===== config.mk =====
export PLATFORM = sky130hd
export DESIGN_NAME = pc_sequencer
export DESIGN_NICKNAME = d
export VERILOG_FILES = /design/src/rtl/cpu_ctrl_pkg.sv /design/src/rtl/next_pc_calc.sv /design/src/rtl/pc_sequencer.sv
export SDC_FILE = /design/constraint.sdc
export NUM_CORES = 1
export LEC_CHECK = 0
export BUFFER_PORTS_ARGS = -buffer_cell sky130_fd_sc_hd__buf_4
export CAP_MARGIN = 20
export CELL_PAD_IN_SITES_DETAIL_PLACEMENT = 2
export CELL_PAD_IN_SITES_GLOBAL_PLACEMENT = 2
export CORE_UTILIZATION = 28
export CTS_CLUSTER_DIAMETER = 40
export DETAILED_ROUTE_END_ITERATION = 8
export GPL_TIMING_DRIVEN = 0
export PLACE_DENSITY = 0.78
export SLEW_MARGIN = 20
export SYNTH_ARGS = -nofsm -noshare
export SYNTH_HDL_FRONTEND = slang
export SYNTH_SLANG_ARGS = --single-unit

===== constraint.sdc =====
create_clock -name clk -period 5.8 [get_ports clk]
set_input_delay 0.29 -clock clk [delete_from_list [all_inputs] [get_ports clk]]
set_output_delay 0.29 -clock clk [all_outputs]
set_load 0.05 [all_outputs]

===== src/rtl/cpu_ctrl_pkg.sv =====
// cpu_ctrl_pkg: shared state encoding, reset PC and control-flow bundle
// for the fetch/execute PC sequencer.
package cpu_ctrl_pkg;

  localparam logic [31:0] DEFAULT_RESET_PC = 32'h0000_0000;

  typedef enum logic [1:0] {
    ST_IDLE  = 2'd0,
    ST_FETCH = 2'd1,
    ST_HOLD  = 2'd2,
    ST_EXEC  = 2'd3
  } seq_state_t;

  typedef struct packed {
    logic branch;
    logic branch_ne;
    logic branch_gz;
    logic jump;
    logic alu_zero;
    logic alu_positive;
  } cf_t;

  function automatic logic [31:0] word_inc(input logic [31:0] a);
    return a + 32'd1;
  endfunction

endpackage


===== src/rtl/next_pc_calc.sv =====
// next_pc_calc: combinational branch/jump target selection.
// Jump wins over a taken branch; all adds wrap modulo 2^32.
module next_pc_calc
  import cpu_ctrl_pkg::*;
(
  input  cf_t         i_cf,
  input  logic [31:0] i_post_pc,
  input  logic [31:0] i_sext_immed,
  input  logic [25:0] i_jump_addr,
  output logic [31:0] o_next_pc
);

  logic        w_taken;
  logic [31:0] w_jump_tgt;
  logic [31:0] w_br_tgt;

  assign w_taken =
      (i_cf.branch    &  i_cf.alu_zero)
    | (i_cf.branch_ne & ~i_cf.alu_zero)
    | (i_cf.branch_gz &  i_cf.alu_positive);

  assign w_jump_tgt = {i_post_pc[31:26], i_jump_addr};
  assign w_br_tgt   = i_post_pc + i_sext_immed;

  always_comb begin
    o_next_pc = i_post_pc;
    priority case (1'b1)
      i_cf.jump: o_next_pc = w_jump_tgt;
      w_taken:   o_next_pc = w_br_tgt;
      default:   o_next_pc = i_post_pc;
    endcase
  end

endmodule


===== src/rtl/pc_sequencer.sv =====
// pc_sequencer: fetch/hold/execute sequencing of the program counter,
// instruction capture and retired-instruction counting.
module pc_sequencer
  import cpu_ctrl_pkg::*;
#(
  parameter logic [31:0] RESET_PC = DEFAULT_RESET_PC,
  parameter int          IMEM_AW  = 32
) (
  input  logic               clk,
  input  logic               rst,
  output logic               imem_req,
  output logic [IMEM_AW-1:0] imem_addr,
  input  logic               imem_ack,
  input  logic [31:0]        imem_rdata,
  output logic [31:0]        instr,
  output logic               instr_valid,
  input  logic               instr_ready,
  input  logic               resolve_valid,
  input  logic               branch,
  input  logic               branch_ne,
  input  logic               branch_gz,
  input  logic               jump,
  input  logic               alu_zero,
  input  logic               alu_positive,
  input  logic [31:0]        sext_immed,
  input  logic [25:0]        jump_addr,
  output logic [31:0]        pc,
  output logic [31:0]        post_pc,
  output logic [31:0]        retired_count
);

  seq_state_t  r_state;
  seq_state_t  w_state_nxt;
  logic [31:0] r_pc;
  logic [31:0] r_post_pc;
  logic [31:0] r_instr;
  logic [31:0] r_retired;

  cf_t         w_cf;
  logic [31:0] w_next_pc;
  logic        w_fetch_done;
  logic        w_exec_done;

  assign w_cf = '{
    branch:       branch,
    branch_ne:    branch_ne,
    branch_gz:    branch_gz,
    jump:         jump,
    alu_zero:     alu_zero,
    alu_positive: alu_positive
  };

  next_pc_calc u_next_pc (
    .i_cf         (w_cf),
    .i_post_pc    (r_post_pc),
    .i_sext_immed (sext_immed),
    .i_jump_addr  (jump_addr),
    .o_next_pc    (w_next_pc)
  );

  // Handshakes only count in their own state; strays elsewhere are dropped.
  assign w_fetch_done = (r_state == ST_FETCH) & imem_ack;
  assign w_exec_done  = (r_state == ST_EXEC) & resolve_valid;

  always_comb begin
    w_state_nxt = r_state;
    unique case (r_state)
      ST_IDLE:  w_state_nxt = ST_FETCH;
      ST_FETCH: if (imem_ack)      w_state_nxt = ST_HOLD;
      ST_HOLD:  if (instr_ready)   w_state_nxt = ST_EXEC;
      ST_EXEC:  if (resolve_valid) w_state_nxt = ST_FETCH;
      default:  w_state_nxt = ST_IDLE;
    endcase
  end

  always_ff @(posedge clk) begin
    if (rst) begin
      r_state   <= ST_IDLE;
      r_pc      <= RESET_PC;
      r_post_pc <= word_inc(RESET_PC);
      r_instr   <= '0;
      r_retired <= '0;
    end else begin
      r_state <= w_state_nxt;
      if (w_fetch_done) begin
        r_instr   <= imem_rdata;
        r_post_pc <= word_inc(r_pc);
      end
      // post_pc tracks pc+1 from the moment pc moves.
      if (w_exec_done) begin
        r_pc      <= w_next_pc;
        r_post_pc <= word_inc(w_next_pc);
        r_retired <= r_retired + 32'd1;
      end
    end
  end

  assign imem_req      = (r_state == ST_FETCH);
  assign imem_addr     = IMEM_AW'(r_pc);
  assign instr_valid   = (r_state == ST_HOLD);
  assign instr         = r_instr;
  assign pc            = r_pc;
  assign post_pc       = r_post_pc;
  assign retired_count = r_retired;

endmodule


==> results.toml <==
[drt]
dr.first_iter.drc_count = 446
via_per_inst = 5.35
routed_wl_mm = 38.6
wl_met1_mm = 17.1
met3WireLength_mm = 2.01
wl_met2_mm = 18.6
drtPass1Iterations = 4
drc_errors = 0
wl_per_cell_um = 21.7
via_count = 9505
top_layer = "met4"
drtAntennaViolNets = 0

[clock_tree]
cts_resized = 0
path_clk_slew_ns = 0.06
cts.sinks = 130
cts_max_level = 4
cts_buffers = 17
cts_buffer_depth = 2
insertion_delay_ns = 0.42
cts_setup_buffers = 0
ctsHoldBuffers = 0
root_buffer = "clkbuf_16"
cts_tree = "built"

[timing]
period_needed_ns = 5.17
fin_crit_sh = 0.891
skew_ns = 0.00796
hold_viol = 0
maxSlewViolCount = 0
setup_viol = 0
rsz0062_at_grt = "false"
max_freq_ghz = 0.194
slew_headroom = 0.279
whs_ns = 0.118
finalSetupTns_ns = 0
tightest_slew_ns = 1.08

[power]
pwr_density_cell_mw_per_mm2 = 365
p_leak_uw = 0.00476
vdd_drop_max_v = 0.000204

[min_path]
holdCritStartpoint = "imem_rdata[10]"
hold_path_class = "in -> reg"

[global_route]
grt_max_degree = 17
antenna_found_initial = 1
grt_pass1_vias = 10100
grt_first_pass_wirelength_mm = 59.5
grt-ovfl-total = 0
grt_util_all_layers = 0.254

[worst_setup_path]
worst-setup-path-type = "reg -> reg"
r2r-start = "r_state[0]$_SDFFE_PP0P_"
end_kind = "flop"
crit_start = "r_state[0]$_SDFFE_PP0P_"
worstSetupStartpointType = "flop"
worst-r2r-setup-slack_ns = 0.63
crit_chain = "ha_1 > nand2_1 > buf_2 > clkbuf_1 > clkbuf_1 > a21o_1 > ha_1 > nand2b_1 > or4_1 > clkbuf_1 > or3_1 > clkbuf_1 > or4_1 > a311oi_1"
critPathRequiredTime_ns = 6.12
worstPathArrival_ns = 5.49
path_common_cell = "clkbuf_1"
crit_buf_inv = 5
slowest_delay_ns = 0.55
crit_path_top_delay_cell = "clkbuf_1"
crit_path_max_fanout = 19
crit_family = "buffers and inverters"

[synthesis]
avgSynthCellArea_sq_um = 7.56
synth_edf_count = 0
synth_seq_cells = 130
ys.flop_type = "dfxtp_1"
synth_warnings = 0
async_flop_share = 0
syn-cell-area_sq_mm = 0.00833
seq_area_frac_synth = 0.312
synthCells = 1102
synthesis.nets = 1241
synth_cell_type_count = 76

[layout]
nets = 1519
mostFrequentLayoutCells = "buf_4 (292), nand2_1 (169), dfxtp_1 (130), nor2_1 (125), a21oi_1 (101)"
mostFrequentLayoutCell = "buf_4"
area_delta_synth_final_pct = 36.8
layout-drive-gt1-share = 0.254

[die]
die_y_um = 174
num_rows = 62
die_w_um = 174
num_io_pins = 263
dieArea_sq_mm = 0.0304
start_util = 0.287
coreArea_sq_mm = 0.0290

[outcome]
outcome = "finished clean"

[place]
dp_hpwl_mm = 30.4
io_buffers = 260
gp_congestion = 0.860

[flow_run]
drv_cap = 0
==> logic make-up (layout without fill, tap and decap cells) <==
logic type	count (synthesis)	count (layout)	synth area share
buffers and inverters	114	405	0.0677
and+or+nand+nor	445	445	0.247
muxes	10	10	0.0123
adders and majority gates	38	38	0.0580
AOI/OAI and AO/OA	297	297	0.231
DFF	130	130	0.312
xor gates and xnor gates	68	68	0.0715
other	0	1	0
==> power breakdown <==
group | total [uW] | switching [uW] | internal (uW) | leakage [uW]
Combinational | 1860 | 1280 | 576 | 0.00341
Sequential | 1140 | 134 | 1000 | 0.00105
Clock | 1170 | 449 | 724 | 0.000296
Total | 4170 | 1860 | 2300 | 0.00476
==> state kept, by name (all words and copies together), names as in the netlist <==
register       count
imem_addr         32
post_pc           32
instr             32
r_state            2
retired_count     32
==> final cells by class <==
type | instances | area, sq um
fill | 3452 | 17600
multi-input combinational | 858 | 5170
sequential | 130 | 2600
timing repair buffer | 260 | 1950
buffer | 99 | 508
tap | 384 | 480
clock buffer | 17 | 425
clock inverter | 15 | 208
inverter | 14 | 52.6
antenna | 1 | 2.50
==> final timing paths <==
kind | endpoint | cells after the start
min | instr[10]$_SDFFE_PP0P_ | 3
min reg2reg | instr[19]$_SDFFE_PP0P_ | 2
max reg2reg | post_pc[28]$_SDFFE_PP0P_ | 14
max | post_pc[28]$_SDFFE_PP0P_ | 14
==> worst min-delay path, delay by kind of cell <==
| family | cells | cell delay, ns |
|---|---|---|
| compound gates | 1 | 0.05 |
| buf+inv | 1 | 0.11 |
| simple gates | 1 | 0.04 |
==> metrics by stage <==
stage                     total power, uW  cell area (sq um)   util  instances  setup WS (ns)
after detailed placement             2990              10800  0.371       1746          0.194
after CTS                            4180              11400  0.393       1778          0.159
after floorplan                      2340               8330      -       1102           1.18
after global routing                 4360              11400  0.393       1777          0.242
after global placement               2940              10800  0.371       1746          0.281
final                                4170              11400  0.393       1778          0.632
==> routing by layer <==
layer,vias up,track usage
met5,-,0
met4,0,0.0826
met3,58,0.0540
met2,256,0.428
met1,4741,0.320
li1,4450,-
==> cell usage after synthesis (all sizes together), types with 5 or more instances <==
cell / number / area [sq um]
a211oi: 30 / 235
a21o: 18 / 136
a21oi: 101 / 505
a311oi: 6 / 52.6
a31oi: 18 / 128
and2: 15 / 93.8
and3: 12 / 75.1
buf: 46 / 307
clkbuf: 54 / 205
dfxtp: 130 / 2600
ha: 37 / 463
inv: 14 / 52.6
mux2i: 8 / 80.1
nand2: 169 / 634
nand3: 27 / 135
nand3b: 5 / 37.5
nand4: 17 / 113
nor2: 125 / 469
nor3: 19 / 95.1
nor4: 7 / 58.8
o211ai: 13 / 97.6
o21a: 10 / 75.1
o21ai: 48 / 240
o31ai: 9 / 67.6
or2: 7 / 43.8
or3: 18 / 113
or4: 9 / 67.6
xnor2: 20 / 175
xor2: 48 / 420
Note: power is estimated with default switching activity, not from simulation.
